## config.mk

```make
export PLATFORM = sky130hd
export DESIGN_NAME = pemcu_dbg_trace_buf
export DESIGN_NICKNAME = d
export VERILOG_FILES = /design/src/rtl/pemcu_dbg_trace_buf.sv
export SDC_FILE = /design/constraint.sdc
export NUM_CORES = 1
export LEC_CHECK = 0
export ABC_AREA = 1
export CORE_UTILIZATION = 60
export DETAILED_ROUTE_END_ITERATION = 8
export HOLD_SLACK_MARGIN = 0.02
export PLACE_DENSITY = 0.8
export SLEW_MARGIN = 20
export SYNTH_ARGS = -nofsm -noshare
export SYNTH_HDL_FRONTEND = slang
export SYNTH_SLANG_ARGS = --single-unit
export TNS_END_PERCENT = 10
```

## constraint.sdc

```tcl
create_clock -name clk -period 4.5 [get_ports clk]
set_input_delay 1.35 -clock clk [delete_from_list [all_inputs] [get_ports clk]]
set_output_delay 1.35 -clock clk [all_outputs]
set_load 0.05 [all_outputs]
```

## src/rtl/pemcu_dbg_trace_buf.sv

```systemverilog
// Debug-mailbox trace capture for the PEMCU data bus: snoops writes into a mailbox
// window and queues {timestamp, slot, data} records for a host/JTAG drain port.
module pemcu_dbg_trace_buf #(
    parameter logic [15:0] BASE_ADDR = 16'hA100,
    parameter int unsigned NUM_SLOTS = 16,
    parameter int unsigned DEPTH     = 16,
    parameter int unsigned TS_W      = 16,
    parameter int unsigned POST_SLOT = 9,
    localparam int unsigned SLOT_W   = $clog2(NUM_SLOTS),
    localparam int unsigned PTR_W    = $clog2(DEPTH),
    localparam int unsigned REC_W    = TS_W + SLOT_W + 8
) (
    input  logic             clk,
    input  logic             rst_n,
    input  logic [15:0]      memaddr,
    input  logic [7:0]       memdatao,
    input  logic             memwr,
    input  logic             memack,
    input  logic             cfg_en,
    input  logic             cfg_trig_en,
    input  logic [7:0]       cfg_trig_code,
    input  logic [7:0]       cfg_stop_code,
    input  logic             cfg_wrap,
    input  logic             cfg_clr,
    input  logic             rd_ready,
    output logic             rd_valid,
    output logic [REC_W-1:0] rd_data,
    output logic [PTR_W:0]   level,
    output logic [7:0]       drop_cnt,
    output logic             overflow,
    output logic [7:0]       post_code,
    output logic [1:0]       state
);

    typedef enum logic [1:0] {
        ST_IDLE    = 2'd0,
        ST_ARMED   = 2'd1,
        ST_CAPTURE = 2'd2,
        ST_STOPPED = 2'd3
    } state_t;

    state_t              state_q, state_d;
    logic                memack_q;
    logic [TS_W-1:0]     ts_q;
    logic [PTR_W:0]      wr_q, rd_q;
    logic [REC_W-1:0]    mem [DEPTH];

    logic [16:0]         offset_c;
    logic                in_win_c, event_c, slot0_c, rec_c;
    logic [SLOT_W-1:0]   slot_c;
    logic                full_c, push_c, pop_c, lose_c, write_c, adv_rd_c;

    // Bus snoop: a write counts once, on the rising edge of memack, inside the window.
    assign offset_c = {1'b0, memaddr} - {1'b0, BASE_ADDR};
    assign in_win_c = offset_c < 17'(NUM_SLOTS);
    assign slot_c   = offset_c[SLOT_W-1:0];
    assign slot0_c  = (slot_c == '0);
    assign event_c  = memack & ~memack_q & memwr & in_win_c;

    always_ff @(posedge clk or negedge rst_n) begin
        if (!rst_n) begin
            state_q   <= ST_IDLE;
            memack_q  <= 1'b0;
            ts_q      <= '0;
            post_code <= 8'h00;
        end else begin
            state_q  <= state_d;
            memack_q <= memack;
            ts_q     <= ts_q + TS_W'(1);
            if (event_c && slot_c == SLOT_W'(POST_SLOT)) begin
                post_code <= memdatao;
            end
        end
    end

    // Arming FSM; rec_c marks the events that become records.
    always_comb begin
        state_d = state_q;
        rec_c   = 1'b0;
        if (!cfg_en) begin
            state_d = ST_IDLE;
        end else begin
            case (state_q)
                ST_IDLE: state_d = cfg_trig_en ? ST_ARMED : ST_CAPTURE;
                ST_ARMED: begin
                    if (event_c && slot0_c && memdatao == cfg_trig_code) begin
                        rec_c   = 1'b1;
                        state_d = ST_CAPTURE;
                    end
                end
                ST_CAPTURE: begin
                    if (event_c) begin
                        rec_c = 1'b1;
                        if (slot0_c && memdatao == cfg_stop_code) begin
                            state_d = ST_STOPPED;
                        end
                    end
                end
                ST_STOPPED: state_d = ST_STOPPED;
                default:    state_d = ST_IDLE;
            endcase
        end
    end

    assign state = state_q;

    // FIFO control; a full FIFO without a pop either drops or overwrites the oldest.
    assign level    = wr_q - rd_q;
    assign rd_valid = (level != '0);
    assign full_c   = (level == (PTR_W + 1)'(DEPTH));
    assign pop_c    = rd_valid & rd_ready & ~cfg_clr;
    assign push_c   = rec_c & ~cfg_clr;
    assign lose_c   = push_c & full_c & ~pop_c;
    assign write_c  = push_c & (~full_c | pop_c | cfg_wrap);
    assign adv_rd_c = pop_c | (lose_c & cfg_wrap);

    always_ff @(posedge clk or negedge rst_n) begin
        if (!rst_n) begin
            wr_q     <= '0;
            rd_q     <= '0;
            drop_cnt <= 8'h00;
            overflow <= 1'b0;
        end else if (cfg_clr) begin
            wr_q     <= '0;
            rd_q     <= '0;
            drop_cnt <= 8'h00;
            overflow <= 1'b0;
        end else begin
            if (write_c) begin
                wr_q <= wr_q + (PTR_W + 1)'(1);
            end
            if (adv_rd_c) begin
                rd_q <= rd_q + (PTR_W + 1)'(1);
            end
            if (lose_c) begin
                overflow <= 1'b1;
                if (drop_cnt != 8'hFF) begin
                    drop_cnt <= drop_cnt + 8'd1;
                end
            end
        end
    end

    // Record storage; contents need no reset since the pointers define validity.
    always_ff @(posedge clk) begin
        if (write_c) begin
            mem[wr_q[PTR_W-1:0]] <= {ts_q, slot_c, memdatao};
        end
    end

    assign rd_data = mem[rd_q[PTR_W-1:0]];

endmodule

```

Yosys cells after proc, flatten, opt, wreduce, memory -nomap -nowiden
Memories as Yosys holds them, arrays and structs flattened. Index checks and enable logic that the tools add are counted. W data, S select, Z words.

Add/sub/neg operators: 6. Multiply operators: 0. Divide/modulo/power cells: 0. Magnitude comparators: 1. Eq/ne operators: 11. Shift operators: 0. Multiplexer cells: 21. Bitwise operators: 17. Reductions and logical operators: 13.

Operators with widths (number): $mux W8 (3); $mux W5 (4); $lt A17 B5 Y1 const B (1); $sub A16 B16 Y17 const B (1); $add A16 B1 Y16 const B (1); $eq A8 B8 Y1 (2); $add A5 B1 Y5 const B (2); $and A1 B1 Y1 (10); $mux W2 (5); $ne A3 B3 Y1 const B (3); $add A8 B1 Y8 const B (1); $ne A8 B8 Y1 const B (1); $pmux W2 S4 (1); $reduce_bool A2 Y1 (4); $mux W1 (7); $eq A5 B5 Y1 const B (1); $reduce_bool A5 Y1 (1); $sub A5 B5 Y5 (1); $eq A2 B2 Y1 const B (2); $eq A4 B4 Y1 const B (1); $logic_and A1 B1 Y1 (4); $logic_not A4 Y1 (1); $not A1 Y1 (4); $or A1 B1 Y1 (3); 5 further kinds (5).

Register bits: 46. Latch bits: 0. Bits in writable memories: 448. Bits in read-only memories: 0. Memories kept: 1.

Memory list: mem (depth 16, width 28, read ports 1, clocked after memory_dff 0, write ports 1, RTL line 46) `logic [REC_W-1:0] mem [DEPTH];`.

Depth between registers and ports, before layout
Word-level depth: 16. Depth in mapped cells: 14. Gate-level depth less buffers: 14.

Least setup slack after synthesis
OpenSTA, ideal clock, no wires.

Path type: register to register. From: register rd_q[2]. To: memory mem[0][0] (netlist name), enable pin. Data arrival time: 3952 ps. Data required time: 4087 ps. Path slack: 135 ps. Stages on the path, launching flop included: 14. Path buffers: 2. Period minus slack after synthesis: 4365 ps. Cells stage by stage: dfrtp_1 -> buf_2 -> clkinv_1 -> clkbuf_1 -> ha_1 -> xnor2_1 -> nor2_2 -> nand3_2 -> nor2_4 -> nand2_2 -> nand3_2 -> inv_4 -> nand2_2 -> nor2_1.

Word-level cells in the longest chain between the ends: 9. Elaborated cells on any way between the ends: 11. Those cells by class: add/sub (1); eq/ne (1); mux (2); bitwise (6); reduce/logical (1).

RTL lines: from (decl) (RTL line 45) `logic [PTR_W:0] wr_q, rd_q;`; from (signal assigned) (RTL line 133) `rd_q <= rd_q + (PTR_W + 1)'(1);`; $sub A5 B5 Y5 * (RTL line 108) `assign level = wr_q - rd_q;`; via level[2] (RTL line 28) `output logic [PTR_W:0] level,`; $reduce_bool A5 Y1 (RTL line 109) `assign rd_valid = (level != '0);`; $and A1 B1 Y1 (2 in a row) (RTL line 111) `assign pop_c = rd_valid & rd_ready & ~cfg_clr;`; $or A1 B1 Y1 * (2 in a row) (RTL line 114) `assign write_c = push_c & (~full_c | pop_c | cfg_wrap);`; $and A1 B1 Y1 * (RTL line 114); $mux W1 * (RTL line 146) `if (write_c) begin`; $mux W1 (implied by the code) * (RTL line 147) `mem[wr_q[PTR_W-1:0]] <= {ts_q, slot_c, memdatao};`; to (decl) (RTL line 46).

Mark *: on every way through the listed nets, which the timed path passes. The rest lies on a longest branch.

Worst setup path in the final report
From: register rd_q[0]. To: output rd_data[13].

Word-level cells in the longest chain between the ends: 1.

RTL lines: $mem_v2 Z16 W28; to (decl) (RTL line 27) `output logic [REC_W-1:0] rd_data,`.

Every way passes these cells.

==> metrics.txt <==
routed via count 13,900; crit path kind reg2out; Netlist cell types 44; Root Buffer clkbuf_16; drt first pass iters 7; Mapped Avg Cell Area 12.6 um2; Yosys top cell area share 0.663; post-synthesis sequential area ratio 0.719; Syn Std Cell Area 20,300 um2; Max-cap violations 0; Rows 67; R2R Path End mem[10][12]; worst skew pair latency 0.55 ns; Synth top cells by count edfxtp_1, nor2_1, o21ai_0, nand2_1, nand3_1; critical-path maximum fanout 86; Peak supply drop 0.000366 V; Fmax achieved 0.231 GHz; hold path start post_code[6]; asr flop ratio synth 0.0931; clk slew on worst S/H paths 0.07 ns; Die H 186 um; Finished Layout Cells 2,203; Core Box Area 33,400 um2; Iteration-0 DRC Markers 1,498; Total Wirelength 51,300 um; Post-Syn Instances 1,610; Residual DRC 0; synthesis-stage register bit count 494; Synth Net Count 1,676; worst hold endpoint post_code[6]; worst reg2reg path depth 12; final hold viol count 0; sequential cell area 14,600 um2; remaining antenna violation count 0; CP required 3.15 ns; die area 34,600 um2; Die Wd 186 um; Min-Delay Path Class reg2reg; synth warn 0; vias in the first global route 13,700; Clock Skews 0.0152 ns; CTS buffer count 46; final slew viol count 0; dpl cells 2,122; number of enable flip-flop cells after synthesis 448; first-pass GRT wire length 77,500 um; unrepaired setup endpoints after global routing false; fraction of layout cells with a size suffix above 1 0.129; Post CTS Setup Buffer Count 0; Slew @ Worst Pin 1.01 ns; Via-to-Cell Ratio 6.29; top_reg_cell synth edfxtp_1; Hold Path Stages 2; # diodes 0; CP Capture Type output port; final net count 1,788; placed inst area 22,600 um2; top-count cell post-synth edfxtp_1; FILL cells 2,012; Initial Util 0.607; Setup Viol. Count Final 0; CTS Sinks 494; most area-hungry cell type in the Yosys netlist edfxtp_1; CTS H-tree depth 2; Port Buffer Count 101; period utilization 0.961; Total Routing Usage GR 0.305; global route total overflow 0; post-route cell area 24,200 um2; R2R Path Start rd_q[2]; top area cells in the synthesized netlist edfxtp_1, o21ai_0, dfrtp_1; PD cells 456 nW/um2; status finished, final reports clean; arrival time at the worst endpoint 2.98 ns; area of the multi-input gates 5210 um2; Max-Slew Margin vs Limit 0.330; post-DR wirelength/cell 23.3 um; CTS tree yes; Layout area overhead 19.2%; Tmin final 4.33 ns; crit path launch type flip-flop; clk buf depth 3; dpl hpwl 30,600 um; initial antenna violation count 0; Pleak 8.81 nW; setup slack, reg-to-reg 1.28 ns; I/O pin total 102; largest net degree at the start of global routing 105; routability congestion estimate 0.895; Total Neg Setup Slack 0 ns
==> where the power goes <==
group	internal, mW	leakage (nW)	switching, mW
clock network	2.43	0.789	1.62
logic	0.711	3.17	1.27
registers	4.97	4.85	0.0344
==> state kept, by name, summed over array words and instances, names as in the netlist <==
| register | cells |
|---|---|
| state | 2 |
| wr_q | 5 |
| post_code | 8 |
| drop_cnt | 8 |
| memack_q | 1 |
| ts_q | 16 |
| overflow | 1 |
| rd_q | 5 |
| mem | 448 |
==> worst max-delay path, stage by stage, from the launching register on <==
cell and delay [ns]:
dfrtp_4 0.61, inv_6 0.48, buf_12 0.28, buf_4 0.29
o21ai_0 0.12, o22ai_1 0.18, nand2_1 0.09, nand3_1 0.18
buf_12 0.16
==> how the worst max path moves through the flow <==
stage / cells past startpoint / from / end
6_report: 8 / rd_q[0] / rd_data[13]
5_1_grt: 8 / rd_q[0] / rd_data[12]
4_1_cts: 7 / rd_q[0] / rd_data[15]
3_5_place_dp: 13 / memaddr[0] / mem[10][14]
3_3_place_gp: 13 / memaddr[0] / mem[10][17]
2_1_floorplan: 13 / rd_q[2] / mem[0][0]
==> placed cells by master (no fill, tap or decap), drive strengths merged <==
cell type,netlist,layout
o211ai,12,12
nor3b,3,3
nand2,145,145
clkbuf,71,60
o221ai,44,44
fa,1,1
ha,16,16
dfrtp,46,46
a21boi,1,1
nor3,9,9
mux2,2,2
xnor2,9,9
nand3b,2,2
o22ai,68,68
or2,2,2
nor2,271,271
and3,2,2
nand4,18,18
o21ai,236,236
xor2,28,28
clkinvlp,0,1
and2,1,1
buf,20,87
clkdlybuf4s50,0,68
nand3,86,86
o21a,1,1
bufinv,0,6
clkinv,1,15
a21oi,4,4
inv,63,63
edfxtp,448,448
==> per-stage QoR <==
stage	util	setup WS, ns	hold slack [ns]	power (mW)
after floorplan	-	0.135	0.551	6.23
after global placement	0.676	0.376	0.464	6.99
after detailed placement	0.676	0.317	0.480	7.03
after CTS	0.724	0.114	0.497	11.0
after global routing	0.724	0.0389	0.520	11.3
final	0.724	0.173	0.495	11.0
==> final cells by class <==
cell class                      count  area share
Clock buffer                       60      0.0553
Tap cell                          448      0.0232
Multi-Input combinational cell    961       0.215
Timing Repair Buffer              155      0.0822
Sequential cell                   494       0.603
Inverter                           64      0.0102
Clock inverter                     21      0.0106
==> per-layer routing <==
layer | vias up | GRT usage | routed length (um)
li1 | 6101 | - | -
met1 | 6706 | 0.391 | 18700
met2 | 920 | 0.515 | 25400
met3 | 129 | 0.0479 | 5150
met4 | 0 | 0.140 | 2130
met5 | - | 0 | 0
==> cell families after synthesis <==
| kind of cell | synth area share |
|---|---|
| AOI/OAI and AO/OA | 0.105 |
| xor gates and xnor gates | 0.0160 |
| adders and majority gates | 0.0108 |
| buffers and inverters | 0.0304 |
| DFF | 0.719 |
| muxes | 0.00111 |
| and+or+nand+nor | 0.117 |
==> repair_timing <==
action,CTS,global route
setup endpoints to repair,0,2
resized for setup,0,2
hold buffers,0,0
No activity file was read; power rests on OpenSTA's default activity.
